<file path="config.mk">
export PLATFORM = sky130hd
export DESIGN_NAME = bsg_tag_packet_tx
export DESIGN_NICKNAME = d
export VERILOG_FILES = /design/src/rtl/bsg_tag_packet_tx_pkg.sv /design/src/rtl/bsg_tag_tx_serializer.sv /design/src/rtl/bsg_tag_packet_tx.sv
export SDC_FILE = /design/constraint.sdc
export NUM_CORES = 1
export LEC_CHECK = 0
export BUFFER_PORTS_ARGS = -buffer_cell sky130_fd_sc_hd__clkbuf_2
export CAP_MARGIN = 25
export CORE_MARGIN = 10
export CORE_UTILIZATION = 60
export CTS_BUF_LIST = sky130_fd_sc_hd__clkbuf_4 sky130_fd_sc_hd__clkbuf_8
export DETAILED_ROUTE_END_ITERATION = 7
export GPL_ROUTABILITY_DRIVEN = 0
export GPL_TIMING_DRIVEN = 0
export PLACE_DENSITY_LB_ADDON = 0.1
export SETUP_SLACK_MARGIN = 0.5
export SKIP_LAST_GASP = 1
export SLEW_MARGIN = 20
export SYNTH_ARGS = -nofsm -noshare
export SYNTH_HDL_FRONTEND = slang
export SYNTH_SLANG_ARGS = --single-unit
</file>
<file path="constraint.sdc">
create_clock -name clk_i -period 2 [get_ports clk_i]
set_input_delay 0.2 -clock clk_i [delete_from_list [all_inputs] [get_ports clk_i]]
set_output_delay 0.2 -clock clk_i [all_outputs]
set_load 0.005 [all_outputs]
</file>
<file path="src/rtl/bsg_tag_packet_tx_pkg.sv">
// bsg_tag_packet_tx_pkg
//   Shared tag-line constants, request record and transmitter state type.
//   The optional master-reset preamble state exists only when
//   BSG_TAG_TX_PREAMBLE_EN is defined.
package bsg_tag_packet_tx_pkg;

    localparam int tag_els_gp               = 1024;
    localparam int tag_lg_els_gp            = $clog2(tag_els_gp);
    localparam int tag_max_payload_width_gp = 12;
    localparam int tag_lg_width_gp          = 4;

    // start bit + len field + data_not_reset + node id
    localparam int bsg_tag_tx_hdr_width_gp  = 1 + tag_lg_width_gp + 1 + tag_lg_els_gp;

    typedef struct packed {
        logic [tag_lg_els_gp-1:0]            node_id;
        logic                                data_not_reset;
        logic [tag_lg_width_gp-1:0]          len;
        logic [tag_max_payload_width_gp-1:0] payload;
    } bsg_tag_tx_req_s;

    typedef enum logic [1:0] {
        ST_IDLE = 2'd0,
        ST_SEND = 2'd1,
        ST_GAP  = 2'd2
`ifdef BSG_TAG_TX_PREAMBLE_EN
        ,
        ST_PRE  = 2'd3
`endif
    } bsg_tag_tx_state_e;

endpackage

</file>
<file path="src/rtl/bsg_tag_tx_serializer.sv">
// bsg_tag_tx_serializer
//   Parallel-in / serial-out shift register with a remaining-bit counter.
//   Ports:
//     clk_i, reset_i  clock, asynchronous active-high reset
//     load_i          capture data_i / count_i (has priority over shift_i)
//     data_i          frame, bit 0 goes out first
//     count_i         number of valid frame bits
//     shift_i         advance by one bit
//     bit_o           current serial bit (shift register bit 0)
//     last_o          the bit on bit_o is the final one of the frame
module bsg_tag_tx_serializer #(
    parameter int width_p     = 28,
    parameter int cnt_width_p = 5
) (
    input  logic                   clk_i,
    input  logic                   reset_i,
    input  logic                   load_i,
    input  logic [width_p-1:0]     data_i,
    input  logic [cnt_width_p-1:0] count_i,
    input  logic                   shift_i,
    output logic                   bit_o,
    output logic                   last_o
);

    logic [width_p-1:0]     shreg_q, shreg_d;
    logic [cnt_width_p-1:0] cnt_q, cnt_d;

    always_comb begin
        shreg_d = shreg_q;
        cnt_d   = cnt_q;
        if (load_i) begin
            shreg_d = data_i;
            cnt_d   = count_i;
        end else if (shift_i) begin
            // zeros shift in, so the line idles low once the frame is out
            shreg_d = shreg_q >> 1;
            cnt_d   = cnt_q - cnt_width_p'(1);
        end
    end

    always_ff @(posedge clk_i or posedge reset_i) begin
        if (reset_i) begin
            shreg_q <= '0;
            cnt_q   <= '0;
        end else begin
            shreg_q <= shreg_d;
            cnt_q   <= cnt_d;
        end
    end

    assign bit_o  = shreg_q[0];
    assign last_o = (cnt_q == cnt_width_p'(1));

endmodule

</file>
<file path="src/rtl/bsg_tag_packet_tx.sv">
// bsg_tag_packet_tx
//   bsg_tag master-side serial transmitter. A request accepted on
//   v_i & ready_and_o is framed as start(1), len, data_not_reset, node_id,
//   payload[len-1:0] (every field LSB first), driven on tag_data_o, and
//   followed by one idle gap cycle.
//   Ports:
//     clk_i, reset_i    tag clock, asynchronous active-high reset
//     v_i, ready_and_o  request handshake
//     node_id_i, data_not_reset_i, len_i, payload_i  request fields
//     tag_data_o        serial tag line (flop driven)
//     busy_o            high whenever not idle
//   Build option: BSG_TAG_TX_PREAMBLE_EN adds a master-reset preamble of
//   preamble_len_p ones and one zero after reset release.
module bsg_tag_packet_tx
    import bsg_tag_packet_tx_pkg::*;
#(
    parameter int els_p               = tag_els_gp,
    parameter int lg_width_p          = tag_lg_width_gp,
    parameter int max_payload_width_p = tag_max_payload_width_gp,
    parameter int preamble_len_p      = 32
) (
    input  logic                           clk_i,
    input  logic                           reset_i,
    input  logic                           v_i,
    output logic                           ready_and_o,
    input  logic [$clog2(els_p)-1:0]       node_id_i,
    input  logic                           data_not_reset_i,
    input  logic [lg_width_p-1:0]          len_i,
    input  logic [max_payload_width_p-1:0] payload_i,
    output logic                           tag_data_o,
    output logic                           busy_o
);

    localparam int lg_els_lp = $clog2(els_p);
    localparam int hdr_w_lp  = 1 + lg_width_p + 1 + lg_els_lp;
    localparam int sr_w_lp   = hdr_w_lp + max_payload_width_p;
    localparam int cnt_w_lp  = $clog2(sr_w_lp + 1);
    localparam logic [lg_width_p-1:0] max_len_lp = lg_width_p'(max_payload_width_p);

    if (preamble_len_p < 1) begin : g_bad_preamble
        $error("preamble_len_p must be at least 1");
    end

    bsg_tag_tx_state_e              state_q;
    logic                           ready_q;
    logic                           busy_q;
    logic [lg_width_p-1:0]          len_clamped;
    logic [max_payload_width_p-1:0] payload_masked;
    logic [sr_w_lp-1:0]             frame;
    logic [cnt_w_lp-1:0]            frame_bits;
    logic                           accept;
    logic                           ser_bit;
    logic                           ser_last;

    always_comb begin
        len_clamped    = (len_i > max_len_lp) ? max_len_lp : len_i;
        payload_masked = '0;
        for (int unsigned i = 0; i < max_payload_width_p; i++) begin
            payload_masked[i] = payload_i[i] & (i < 32'(len_clamped));
        end
        frame      = {payload_masked, node_id_i, data_not_reset_i, len_clamped, 1'b1};
        frame_bits = cnt_w_lp'(hdr_w_lp) + cnt_w_lp'(len_clamped);
    end

    assign accept = v_i & ready_q;

    bsg_tag_tx_serializer #(
        .width_p     (sr_w_lp),
        .cnt_width_p (cnt_w_lp)
    ) serializer (
        .clk_i   (clk_i),
        .reset_i (reset_i),
        .load_i  (accept),
        .data_i  (frame),
        .count_i (frame_bits),
        .shift_i (state_q == ST_SEND),
        .bit_o   (ser_bit),
        .last_o  (ser_last)
    );

`ifdef BSG_TAG_TX_PREAMBLE_EN
    localparam int pre_w_lp = $clog2(preamble_len_p + 1);
    logic [pre_w_lp-1:0] pre_cnt_q;
    logic                pre_line_q;
`endif

    always_ff @(posedge clk_i or posedge reset_i) begin
        if (reset_i) begin
`ifdef BSG_TAG_TX_PREAMBLE_EN
            state_q    <= ST_PRE;
            ready_q    <= 1'b0;
            busy_q     <= 1'b1;
            pre_cnt_q  <= '0;
            pre_line_q <= 1'b0;
`else
            state_q    <= ST_IDLE;
            ready_q    <= 1'b1;
            busy_q     <= 1'b0;
`endif
        end else begin
            case (state_q)
                ST_IDLE: begin
                    if (accept) begin
                        state_q <= ST_SEND;
                        ready_q <= 1'b0;
                        busy_q  <= 1'b1;
                    end
                end
                ST_SEND: begin
                    if (ser_last) begin
                        state_q <= ST_GAP;
                    end
                end
                ST_GAP: begin
                    state_q <= ST_IDLE;
                    ready_q <= 1'b1;
                    busy_q  <= 1'b0;
                end
`ifdef BSG_TAG_TX_PREAMBLE_EN
                ST_PRE: begin
                    // preamble_len_p ones, then the line drops for the
                    // first idle cycle which doubles as the trailing zero
                    if (pre_cnt_q == pre_w_lp'(preamble_len_p)) begin
                        pre_line_q <= 1'b0;
                        state_q    <= ST_IDLE;
                        ready_q    <= 1'b1;
                        busy_q     <= 1'b0;
                    end else begin
                        pre_line_q <= 1'b1;
                        pre_cnt_q  <= pre_cnt_q + pre_w_lp'(1);
                    end
                end
`endif
                default: begin
                    state_q <= ST_IDLE;
                    ready_q <= 1'b1;
                    busy_q  <= 1'b0;
                end
            endcase
        end
    end

`ifdef BSG_TAG_TX_PREAMBLE_EN
    assign tag_data_o = ser_bit | pre_line_q;
`else
    assign tag_data_o = ser_bit;
`endif
    assign ready_and_o = ready_q;
    assign busy_o      = busy_q;

endmodule

</file>
== Yosys cells after proc, flatten, opt, wreduce, memory -nomap -nowiden ==
Index checks and enable logic that the tools add are counted.

* Add/sub/neg operators: 2
* $lt $le $gt $ge: 13
* Equal/unequal tests: 4
* Muxes and demuxes: 12
* Bitwise logic cells: 14
* Reductions and logical operators: 4

{| class="wikitable"
|+ Operator list
! kind !! count
|-
| two-way mux 28 bit || 2
|-
| < comparator 3 x 4 -> 1 bit (first input constant) || 4
|-
| < comparator 4 bit (first input constant) || 4
|-
| AND 1 bit || 13
|-
| two-way mux 5 bit || 2
|-
| < comparator 1 x 4 -> 1 bit (first input constant) || 2
|-
| < comparator 2 x 4 -> 1 bit (first input constant) || 2
|-
| adder 5 x 4 -> 5 bit (first input constant) || 1
|-
| == test 5 x 1 -> 1 bit (second input constant) || 1
|-
| subtractor 5 x 1 -> 5 bit (second input constant) || 1
|-
| > comparator 4 bit (second input constant) || 1
|-
| two-way mux 2 bit || 2
|-
| two-way mux 4 bit || 1
|-
| != test 2 bit (second input constant) || 2
|-
| one-hot mux 1 bit (2 select lines) || 2
|-
| one-hot mux 2 bit (2 select lines) || 1
|-
| AND reduction 2 bit || 2
|-
| == test 2 x 1 -> 1 bit (second input constant) || 1
|-
| logical NOT 2 bit || 1
|-
| two-way mux 1 bit || 2
|-
| nonzero test 2 bit || 1
|-
| NOT 1 bit || 1
|}

* Bits in registers: 37
* Input port bits: 30
* Output and inout port bits: 3
* Logic and storage cells: 54

== Longest topological paths before layout ==
Gate-level depths: netlist of run 1.

* Depth after elaboration: 5
* Mapped depth: 5
* Gate-level depth less buffers: 5

== Modules after synthesis ==
From an unflattened synthesis of run 1, not the netlist that was laid out.

* Cell total of the unflattened synthesis: 196
* Area, all modules: 1,934.4 µm²

{| class="wikitable"
|+ By module, submodules not included
! module !! times used !! cells each !! area an instance (µm²) !! seq. area each (µm²)
|-
| bsg_tag_tx_serializer || 1 || 152 || 1,597.8 || 825.8
|-
| bsg_tag_packet_tx || 1 || 44 || 336.6 || 101.3
|}

== Least setup slack after synthesis of run 1 ==
No wires, ideal clock.

* Path type: flip-flop to flip-flop
* Start point: reg serializer.cnt_q[0]
* End point: reg serializer.cnt_q[3]
* Setup time: 0.082 ns
* Arrival time: 1.202 ns
* Required time: 1.918 ns
* Setup slack: 0.716 ns
* Cell stages (with the launch flop): 4
* Buffers on the path: 0
* Clock period less this slack: 1.284 ns
* Path through: dfrtp_1 or3_1 or3_1 a31oi_1

* Longest elaborated chain between the ends: 3

{| class="wikitable"
|+ RTL lines
! element !! RTL line !! source
|-
| from (decl) || bsg_tag_tx_serializer.sv:26 || <nowiki>logic [cnt_width_p-1:0] cnt_q, cnt_d;</nowiki>
|-
| from (signal assigned) || bsg_tag_tx_serializer.sv:47 || <nowiki>cnt_q <= cnt_d;</nowiki>
|-
| subtractor 5 x 1 -> 5 bit || bsg_tag_tx_serializer.sv:37 || <nowiki>cnt_d = cnt_q - cnt_width_p'(1);</nowiki>
|-
| two-way mux 5 bit || bsg_tag_tx_serializer.sv:34 || <nowiki>end else if (shift_i) begin</nowiki>
|-
| two-way mux 5 bit || bsg_tag_tx_serializer.sv:31 || <nowiki>if (load_i) begin</nowiki>
|}

Every way passes these cells. The select of a mux whose other input is x is not followed.
A chain may end at the register's enable or synchronous reset.

== Final worst setup path of run 1 ==
* Start point: reg ready_q (netlist: ready_and_o)
* End point: reg serializer.shreg_q[19]

* Longest elaborated chain between the ends: 2
* Elaborated cells on any way between the ends: 3
* Those cells by class: mux: 1; bitwise: 1; reduce/logical: 1

{| class="wikitable"
|+ RTL lines
! element !! RTL line !! source
|-
| from (decl) || bsg_tag_packet_tx.sv:45 || <nowiki>logic ready_q;</nowiki>
|-
| from (signal assigned) || bsg_tag_packet_tx.sv:97 || <nowiki>ready_q <= 1'b1;</nowiki>
|-
| from (signal assigned) || bsg_tag_packet_tx.sv:105 || <nowiki>ready_q <= 1'b0;</nowiki>
|-
| from (signal assigned) || bsg_tag_packet_tx.sv:116 || <nowiki>ready_q <= 1'b1;</nowiki>
|-
| AND 1 bit * || bsg_tag_packet_tx.sv:65 || <nowiki>assign accept = v_i & ready_q;</nowiki>
|-
| two-way mux 28 bit or nonzero test 2 bit (tied branches) || n/a ||
|-
| to (signal assigned) || bsg_tag_tx_serializer.sv:46 || <nowiki>shreg_q <= shreg_d;</nowiki>
|-
| to (decl) || bsg_tag_tx_serializer.sv:25 || <nowiki>logic [width_p-1:0] shreg_q, shreg_d;</nowiki>
|}

Mark *: on every way between the ends. The rest lies on a longest branch, timed or not.

==> results of run 1 <==
## worst paths after layout
path / to
setup / recovery: serializer.shreg_q[19]$_DFFE_PP0P_
hold / removal: serializer.shreg_q[21]$_DFFE_PP0P_
setup reg to reg: serializer.shreg_q[19]$_DFFE_PP0P_
hold reg to reg: busy_o$_DFFE_PP0P_
max in group asynchronous: serializer.shreg_q[12]$_DFFE_PP0P_
min in group asynchronous: serializer.shreg_q[7]$_DFFE_PP0P_
## metrics by stage
| stage | power, mW | worst slack [ns] | hold WS (ns) |
|---|---|---|---|
| 2_1_floorplan | 0.788 | 0.716 | 0.333 |
| 3_3_place_gp | 0.822 | 0.568 | 0.435 |
| 3_5_place_dp | 0.825 | 0.609 | 0.355 |
| 4_1_cts | 1.37 | 0.585 | 0.0722 |
| 5_1_grt | 1.41 | 0.506 | 0.0710 |
| 6_report | 1.37 | 0.599 | 0.0754 |
## report_power, final
part / internal (mW) / switching (mW) / total [mW]
Clock: 0.297 / 0.257 / 0.554
Combinational: 0.0264 / 0.0372 / 0.0636
Sequential: 0.748 / 0 / 0.748
Total: 1.07 / 0.294 / 1.37
## worst reg2reg max path: cells and delay by family, from the launching register on
kind / cells / cell delay [ns]
flip-flops: 1 / 0.56
buffers and inverters: 2 / 0.45
AO/OA/AOI/OAI: 2 / 0.19
AND/OR/NAND/NOR: 1 / 0.12
## registers in the layout, indices dropped and copies added (netlist names)
signal	cells
serializer.shreg_q	28
busy_o	1
ready_and_o	1
serializer.cnt_q	5
state_q	2
## metal layers
layer / part of all wire (%) / vias to the layer above / wire (um) / GRT usage, %
met4: 1.5 / 0 / 61 / 6.51
met3: 6.6 / 8 / 274 / 4.52
li1: - / 759 / - / -
met5: 0 / - / 0 / 0
met2: 49 / 59 / 2030 / 25.6
met1: 43 / 770 / 1780 / 20.0
## cell families (layout without fill, tap and decap cells)
| kind of cell | Yosys count | after routing |
|---|---|---|
| and+or+nand+nor | 76 | 76 |
| AOI/OAI and AO/OA | 50 | 50 |
| DFF | 37 | 37 |
| buffers and inverters | 19 | 59 |
| muxes | 9 | 9 |
| adders and majority gates | 2 | 2 |
| xor gates and xnor gates | 2 | 2 |
## what timing repair did
item | in CTS | in global routing
hold buffers | 1 | 0
endpoints found under the hold margin | 36 | 0
endpoints found under the setup margin | 0 | 2
resized for setup | 0 | 2
## placed cells by master (no fill, tap or decap), types with 4 or more instances in the layout
| cell type | instances |
|---|---|
| clkbuf_4 | 5 |
| o22ai_1 | 4 |
| dfrtp_1 | 36 |
| nand2_1 | 43 |
| nor2_1 | 17 |
| clkbuf_1 | 5 |
| clkbuf_2 | 32 |
| a21oi_1 | 10 |
| buf_2 | 7 |
| nand3_1 | 4 |
| a31oi_1 | 21 |
| o21ai_0 | 6 |
| mux2i_1 | 8 |
## cell type report
| cell class | instances | share of cell area [%] |
|---|---|---|
| Tap cell | 31 | 1.87 |
| Timing Repair Buffer | 32 | 7.95 |
| Buffer | 15 | 3.73 |
| Inverter | 4 | 0.722 |
| Clock inverter | 2 | 1.81 |
| Sequential cell | 37 | 44.6 |
| Multi-Input combinational cell | 139 | 36.8 |
| Clock buffer | 6 | 2.47 |
==> results.sh, run 1 <==
export IMPL_die_w_um=74.5
export IMPL_synthMuxAreaShare_pct=5.12
export IMPL_setup_worst_path_start_class="flop"
export IMPL_dpl_hpwl_um=3000
export IMPL_yosysSeqAreaShare_pct=52.0
export IMPL_areaGrowthSynthToFinish_pct=16.5
export IMPL_synthAdderAreaFrac_pct=1.40
export IMPL_numCtsBuffers=5
export IMPL_io_pins=33
export IMPL_ys_top_cells_by_area="dfrtp_1 (50%), nand2_1 (9.0%), a31oi_1 (7.4%)"
export IMPL_setup_viol=0
export IMPL_multiInputGateArea_um2=766
export IMPL_cp_required_ns=2.27
export IMPL_diodes=0
export IMPL_ir_worst_vdd_mv=0.605
export IMPL_synth_area_um2=1780
export IMPL_r2r_cells=5
export IMPL_crit_top_cell="buf_2"
export IMPL_synth_main_ff_cell="dfrtp_1"
export IMPL_regToRegSetupSlack_ns=0.60
export IMPL_hold_depth=3
export IMPL_fin_crit_sh_pct=70.1
export IMPL_hold_viol_final=0
export IMPL_clockBufferDepth=2
export IMPL_slowest_stage="dfstp_2"
export IMPL_synth_top_cell_area_share_pct=50.5
export IMPL_grt_max_degree=38
export IMPL_cts_htree_levels=2
export IMPL_rows=19
export IMPL_drc_errors=0
export IMPL_worst_pin_slew_ns=0.753
export IMPL_cp_num_cells=5
export IMPL_wl_per_cell_um=15.6
export IMPL_hold_path_class="input port to flop"
export IMPL_yosysWarnings=0
export IMPL_cts_tree="built"
export IMPL_synth_simple_area_share_pct=18.2
export IMPL_cts_setup_buffers=0
export IMPL_synth_xor_area_share_pct=0.982
export IMPL_synthArstFlopShare_pct=100
export IMPL_drt_iter0_drc=118
export IMPL_cts_sinks=37
export IMPL_num_fill_cells=233
export IMPL_grt_setup_unrepaired="false"
export IMPL_synth_compound_area_share_pct=17.3
export IMPL_path_delay_family="flip-flops"
export IMPL_antenna_found_initial=0
export IMPL_coreArea_um2=2810
export IMPL_crit_fanout=10
export IMPL_yosysMostFrequentCell="nand2_1"
export IMPL_routed_wl_um=4140
export IMPL_worst_path_buf_inv=2
export IMPL_regArea_um2=927
export IMPL_synth_top_family_by_area="simple AND/OR/NAND/NOR gates"
export IMPL_fin_nets=266
export IMPL_avgSynthCellArea_um2=9.15
export IMPL_synth_largest_area_cell="dfrtp_1"
export IMPL_dieArea_um2=5550
export IMPL_postPlaceCellArea_um2=1980
export IMPL_slowest_delay_ns=0.56
export IMPL_place_inst=257
export IMPL_overflow=0
export IMPL_firstDrtPassIters=5
export IMPL_clk_latency_ns=0.35
export IMPL_reg2reg_from="ready_and_o$_DFFE_PP1P_"
export IMPL_fin_crit_ns=1.40
export IMPL_groute_usage_overall_pct=16.0
export IMPL_max_slew_margin_pct=49.7
export IMPL_route_vias_total=1596
export IMPL_cp_startpoint="ready_and_o$_DFFE_PP1P_"
export IMPL_yosys_top_cells_count="nand2_1 (43), dfrtp_1 (36), a31oi_1 (21)"
export IMPL_synth_seq_cells=37
export IMPL_fin_util_pct=74.1
export IMPL_die_h_um=74.5
export IMPL_cellPowerDensity_nw_per_um2=657
export IMPL_portBuffers=31
export IMPL_viasPerCell=6.00
export IMPL_clk_pin_slew_ns=0.11
export IMPL_crit_arrival_ns=1.67
export IMPL_leakage_nw=0.973
export IMPL_stdcell_count=266
export IMPL_synth_edf_count=0
export IMPL_maxCapViolCount=0
export IMPL_ys_types=36
export IMPL_grt_pass1_vias=1583
export IMPL_fin_area_um2=2080
export IMPL_finalSetupTns_ns=0
export IMPL_synthCells=195
export IMPL_grt_pass1_wl_um=7020
export IMPL_path_cells="and2_1 -> buf_2 -> buf_2 -> o211ai_1 -> o21ai_0"
export IMPL_finClkSkew_ns=0.00806
export IMPL_drv_slew=0
export IMPL_syn_num_nets=227
export IMPL_drive_gt1_share_pct=21.7
export IMPL_start_util_pct=63.6
export IMPL_cts_root_buffer="clkbuf_4"
export IMPL_path_class="flop to flop"
export IMPL_status="finished, final reports clean"
export IMPL_hold_start="payload_i[5]"
export IMPL_timing_fmax_mhz=714
export IMPL_end_kind="flop"
export IMPL_ant_nets=0
Power figures use the tool's default switching activity.
==> inputs of run 2 (changes only) <==
- CORE_UTILIZATION: 60 -> 51
- clock period: 2 -> 1.25 ns (I/O delays scaled with it)
==> run 2 against run 1 <==
  * The run now ends with hold timing, setup timing left
  * Final cell count up 17%
  * Hold slack worse by 0.21 ns
  * Wire length up 48%
  * Design area up 38%
  * Clock-buffer cell count unchanged
  * Clock power up 66%
  * Power up 64%
  * First-iteration DRC count down 2.5%
  * Critical endpoint is now serializer.shreg_q[23]$_DFFE_PP0P_
==> results.sh, run 2 (synthesized netlist as in run 1, its figures left out) <==
export IMPL_final_common_cell="dfrtp_1"
export IMPL_finClkSkew_ns=0.00804
export IMPL_routed_wl_um=6120
export IMPL_coreArea_um2=3360
export IMPL_leakage_nw=1.25
export IMPL_largest_reg_flops=28
export IMPL_crit_fanout=5
export IMPL_dpl_hpwl_um=3070
export IMPL_start_util_pct=53.1
export IMPL_hold_path_class="input port to async pin"
export IMPL_hold_ws_ns=-0.130
export IMPL_areaGrowthSynthToFinish_pct=60.2
export IMPL_end_kind="flop"
export IMPL_route_vias_total=1858
export IMPL_regToRegSetupSlack_ns=-0.09
export IMPL_firstDrtPassIters=4
export IMPL_worst_pin_slew_ns=0.803
export IMPL_use_met2_pct=30.9
export IMPL_hold_viol_final=36
export IMPL_setup_worst_path_start_class="flop"
export IMPL_viasPerCell=5.96
export IMPL_cts_sinks=37
export IMPL_cts_tree="built"
export IMPL_met3_usage_pct=4.95
export IMPL_cts_hold_buf=7
export IMPL_io_pins=33
export IMPL_drt_iter0_drc=115
export IMPL_status="finished with violations"
export IMPL_drive_gt1_share_pct=49.6
export IMPL_drc_errors=0
export IMPL_final_cell_mix="dfrtp_1 (35), clkbuf_2 (31), nand2_2 (19)"
export IMPL_clk_pin_slew_ns=0.12
export IMPL_die_w_um=79.1
export IMPL_grt_setup_unrepaired="true"
export IMPL_grt_pass1_vias=1888
export IMPL_overflow=0
export IMPL_clockBufferDepth=2
export IMPL_diodes=0
export IMPL_largest_register="serializer.shreg_q"
export IMPL_fin_util_pct=85.0
export IMPL_antenna_found_initial=0
export IMPL_use_met1_pct=20.6
export IMPL_setup_viol=25
export IMPL_cts_htree_levels=2
export IMPL_grt_pass1_wl_um=9040
export IMPL_stdcell_count=312
export IMPL_fin_area_um2=2860
export IMPL_grt_max_degree=38
export IMPL_fin_ws_ns=-0.0853
export IMPL_wl_per_cell_um=19.6
export IMPL_fin_crit_sh_pct=107
export IMPL_crit_arrival_ns=1.61
export IMPL_numCtsBuffers=5
export IMPL_ant_nets=0
export IMPL_postPlaceCellArea_um2=2040
export IMPL_violations="hold timing, setup timing"
export IMPL_portBuffers=31
export IMPL_maxCapViolCount=0
export IMPL_cellPowerDensity_nw_per_um2=785
export IMPL_drv_slew=0
export IMPL_clk_latency_ns=0.36
export IMPL_dieArea_um2=6260
export IMPL_timing_fmax_mhz=749
export IMPL_die_h_um=79.1
export IMPL_ir_worst_vdd_mv=0.773
export IMPL_groute_usage_overall_pct=18.2
export IMPL_place_inst=272
export IMPL_fin_nets=297
export IMPL_cp_required_ns=1.52
export IMPL_busiest_layer="met2"
export IMPL_path_class="flop to flop"
export IMPL_reg_top3="serializer.shreg_q (28), serializer.cnt_q (5), state_q (2)"
export IMPL_fin_crit_ns=1.34
export IMPL_cts_root_buffer="clkbuf_4"
export IMPL_rows=21
export IMPL_max_slew_margin_pct=46.4
[run 2: final timing paths]
kind / start / depth (start not counted) / end
worst max-delay path: state_q[0]$_DFFE_PP0P_ / 7 / serializer.shreg_q[23]$_DFFE_PP0P_
worst min-delay path: reset_i / 2 / serializer.shreg_q[6]$_DFFE_PP0P_
worst max register to register: state_q[0]$_DFFE_PP0P_ / 7 / serializer.shreg_q[23]$_DFFE_PP0P_
worst min register to register: serializer.shreg_q[27]$_DFFE_PP0P_ / 1 / serializer.shreg_q[27]$_DFFE_PP0P_
max in group asynchronous: reset_i / 2 / state_q[1]$_DFFE_PP0P_
min in group clk_i: node_id_i[3] / 3 / serializer.shreg_q[9]$_DFFE_PP0P_
[run 2: per-stage QoR]
stage	total power [mW]	TNS (ns)	hold WS, ns	setup WS (ns)
floorplan	1.26	-0.00923	0.0844	-0.00923
global placement	1.32	-0.202	0.287	-0.0632
detailed placement	1.32	-0.663	0.288	-0.122
CTS	2.23	-0.227	-0.109	-0.0860
global route	2.29	-2.18	-0.0704	-0.143
finish	2.24	-0.888	-0.130	-0.0853
[run 2: timing repair]
action / 4_1_cts / 5_1_grt
gates cloned: 4 / 1
gates resized for setup: 57 / 37
buffers inserted: 16 / 4
pin swaps: 49 / 22
setup endpoints to repair: 40 / 40
hold endpoints to repair: 43 / 36
[run 2: area by class of cell]
class / instances / area, um^2
multi-input combinational: 139 / 1020
sequential: 37 / 928
timing repair buffer: 63 / 584
fill: 181 / 505
buffer: 15 / 159
tap: 46 / 57.6
clock buffer: 6 / 51.3
clock inverter: 2 / 37.5
inverter: 4 / 21.3
[run 2: critical path, cell delays in order, from the launching register on]
cell and delay (ns):
dfrtp_1 0.41, buf_6 0.13, nand2b_4 0.05, buf_6 0.12, buf_6 0.12, buf_8 0.11
nand2_1 0.07, a31oi_1 0.22
[run 2: power by group]
part | internal, mW | total, mW | switching [mW]
Clock | 0.475 | 0.917 | 0.442
Combinational | 0.0553 | 0.130 | 0.0748
Sequential | 1.20 | 1.20 | 0
[run 2: per-layer routing]
layer  up-vias  share of wire (%)
met5         -                  0
met4         0                3.0
met3        15                6.1
met2        77                 51
met1       937                 40
li1        829                  -
==> inputs of run 3 (changes only) <==
- CORE_UTILIZATION: 51 -> 57
- CTS_CLUSTER_SIZE: not set -> 28
- RECOVER_POWER: not set -> 50
- clock period: 1.25 -> 1.3 ns (I/O delays scaled with it)
==> run 3 against run 2 <==
  * The flow still finishes with violations (hold timing, setup timing)
  * Die area down 7.9%
  * Clock-buffer cell count down 1
  * Combinational power down 5%
  * Critical path depth down 2
  * Clock skew up 0.013 ns
  * Wire length up 9.8%
  * Sequential power down 4%
  * Global-route usage down 0.14 points
  * Sequential share of layout area up 1.0 points
  * Final cell count down 1.6%
  * First-iteration DRC count up 130%
  * Highest routed layer unchanged
==> results.sh, run 3 (synthesized netlist as in run 1, its figures left out) <==
export IMPL_route_vias_total=1983
export IMPL_place_inst=270
export IMPL_numCtsBuffers=5
export IMPL_met3_usage_pct=4.25
export IMPL_cts_root_buffer="clkbuf_4"
export IMPL_fin_ws_ns=-0.134
export IMPL_use_met2_pct=30.3
export IMPL_dieArea_um2=5770
export IMPL_violations="hold timing, setup timing"
export IMPL_postPlaceCellArea_um2=2040
export IMPL_use_met1_pct=21.6
export IMPL_timing_fmax_mhz=697
export IMPL_start_util_pct=58.9
export IMPL_p_seq_share_pct=60.2
export IMPL_portBuffers=31
export IMPL_stdcell_count=307
export IMPL_dpl_hpwl_um=3140
export IMPL_max_slew_margin_pct=46.5
export IMPL_final_cell_mix="dfrtp_1 (34), clkbuf_2 (29), nand2_1 (25)"
export IMPL_busiest_layer="met2"
export IMPL_crit_fanout=4
export IMPL_final_common_cell="dfrtp_1"
export IMPL_internal_power_mw=1.40
export IMPL_areaGrowthSynthToFinish_pct=55.6
export IMPL_largest_register="serializer.shreg_q"
export IMPL_comb_power_share_pct=6.5
export IMPL_path_class="flop to flop"
export IMPL_groute_usage_overall_pct=18.0
export IMPL_num_fill_cells=110
export IMPL_overflow=0
export IMPL_setup_viol=19
export IMPL_cts_tree="built"
export IMPL_antenna_found_initial=0
export IMPL_ir_worst_vdd_mv=0.802
export IMPL_drv_slew=0
export IMPL_cts_htree_levels=2
export IMPL_hold_path_class="input port to async pin"
export IMPL_ant_nets=0
export IMPL_setup_worst_path_start_class="flop"
export IMPL_end_kind="flop"
export IMPL_crit_arrival_ns=1.69
export IMPL_finalSetupTns_ns=-0.598
export IMPL_p_switching_mw=0.509
export IMPL_clockBufferDepth=2
export IMPL_reg_top3="serializer.shreg_q (28), serializer.cnt_q (5), state_q (2)"
export IMPL_cp_required_ns=1.56
export IMPL_die_h_um=76.0
export IMPL_cts_sinks=37
export IMPL_drt_iter0_drc=265
export IMPL_drc_errors=0
export IMPL_routed_wl_um=6720
export IMPL_fin_crit_ns=1.43
export IMPL_clk_pin_slew_ns=0.13
export IMPL_hold_ws_ns=-0.124
export IMPL_io_pins=33
export IMPL_grt_pass1_wl_um=8570
export IMPL_maxCapViolCount=0
export IMPL_die_w_um=76.0
export IMPL_rows=20
export IMPL_largest_reg_flops=28
export IMPL_wl_per_cell_um=21.9
export IMPL_diodes=0
export IMPL_switching_share_pct=26.6
export IMPL_finClkSkew_ns=0.0208
export IMPL_coreArea_um2=3030
export IMPL_worst_pin_slew_ns=0.801
export IMPL_cellPowerDensity_nw_per_um2=689
export IMPL_grt_pass1_vias=1801
export IMPL_fin_util_pct=91.7
export IMPL_status="finished with violations"
export IMPL_fin_nets=294
export IMPL_grt_max_degree=38
export IMPL_leakage_nw=1.22
export IMPL_cts_hold_buf=5
export IMPL_power_frac_clock_pct=33.3
export IMPL_fin_area_um2=2780
export IMPL_hold_viol_final=36
export IMPL_firstDrtPassIters=5
export IMPL_grt_setup_unrepaired="true"
export IMPL_drive_gt1_share_pct=46.4
export IMPL_viasPerCell=6.46
export IMPL_fin_crit_sh_pct=110
export IMPL_clk_latency_ns=0.37
-- run 3: cell count changes in the layout (fill, tap and decap cells not counted), moves of 3 or more --
cell	previous run	this run
a31oi_1	18	21
nand2_2	19	12
nand2_1	18	25
clkbuf_16	1	4
buf_8	7	10
-- run 3: power by group through the flow --
stage | Sequential, mW | Clock (mW) | Combinational [mW]
floorplan | 1.17 | 0 | 0.0396
global placement | 1.17 | 0 | 0.0959
detailed placement | 1.17 | 0 | 0.0995
CTS | 1.15 | 0.624 | 0.114
global route | 1.15 | 0.697 | 0.135
finish | 1.15 | 0.638 | 0.124
-- run 3: final timing paths --
check | slack [ns] | start | cells past startpoint | to
worst max-delay path | -0.13 | serializer.cnt_q[0]$_DFFE_PP0P_ | 5 | serializer.cnt_q[4]$_DFFE_PP0P_
worst min-delay path | -0.12 | reset_i | 2 | serializer.cnt_q[1]$_DFFE_PP0P_
worst max register to register | -0.13 | serializer.cnt_q[0]$_DFFE_PP0P_ | 5 | serializer.cnt_q[4]$_DFFE_PP0P_
worst min register to register | 0.53 | state_q[1]$_DFFE_PP0P_ | 1 | state_q[0]$_DFFE_PP0P_
max in group asynchronous | 0.95 | reset_i | 2 | state_q[1]$_DFFE_PP0P_
min in group clk_i | 0.02 | node_id_i[3] | 3 | serializer.shreg_q[9]$_DFFE_PP0P_
-- run 3: layer usage --
layer	share of wire (%)	up-vias
li1	-	821
met1	38	951
met2	49	174
met3	9.3	37
met4	4.1	0
met5	0	-
-- run 3: timing repair --
| item | 4_1_cts | 5_1_grt |
|---|---|---|
| setup endpoints to repair | 40 | 40 |
| gates cloned | 3 | 4 |
| setup buffers | 11 | 6 |
| pin swaps | 24 | 27 |
| hold endpoints to repair | 41 | 36 |
| gates resized for setup | 38 | 57 |
-- run 3: worst max-delay path, stage by stage, from the launching register on --
cell and delay [ns]:
dfrtp_1 0.47, inv_1 0.09, ha_2 0.18, nand3b_1 0.13, nor4b_2 0.33, o21ai_1 0.12
-- run 3: final cells by class --
type,count,area (um^2),share of cell area [%]
Inverter,4,21.3,0.766
Timing Repair Buffer,60,563,20.3
Clock buffer,5,37.5,1.35
Buffer,15,176,6.35
Clock inverter,3,17.5,0.631
Multi-Input combinational cell,139,976,35.2
Tap cell,44,55.1,1.98
Sequential cell,37,930,33.5
-- run 3: per-stage QoR --
stage | worst slack (ns) | power, mW
6_report | -0.134 | 1.91
5_1_grt | -0.208 | 1.98
4_1_cts | -0.0169 | 1.89
3_5_place_dp | -0.0369 | 1.27
3_3_place_gp | -0.0102 | 1.27
2_1_floorplan | 0.0408 | 1.21
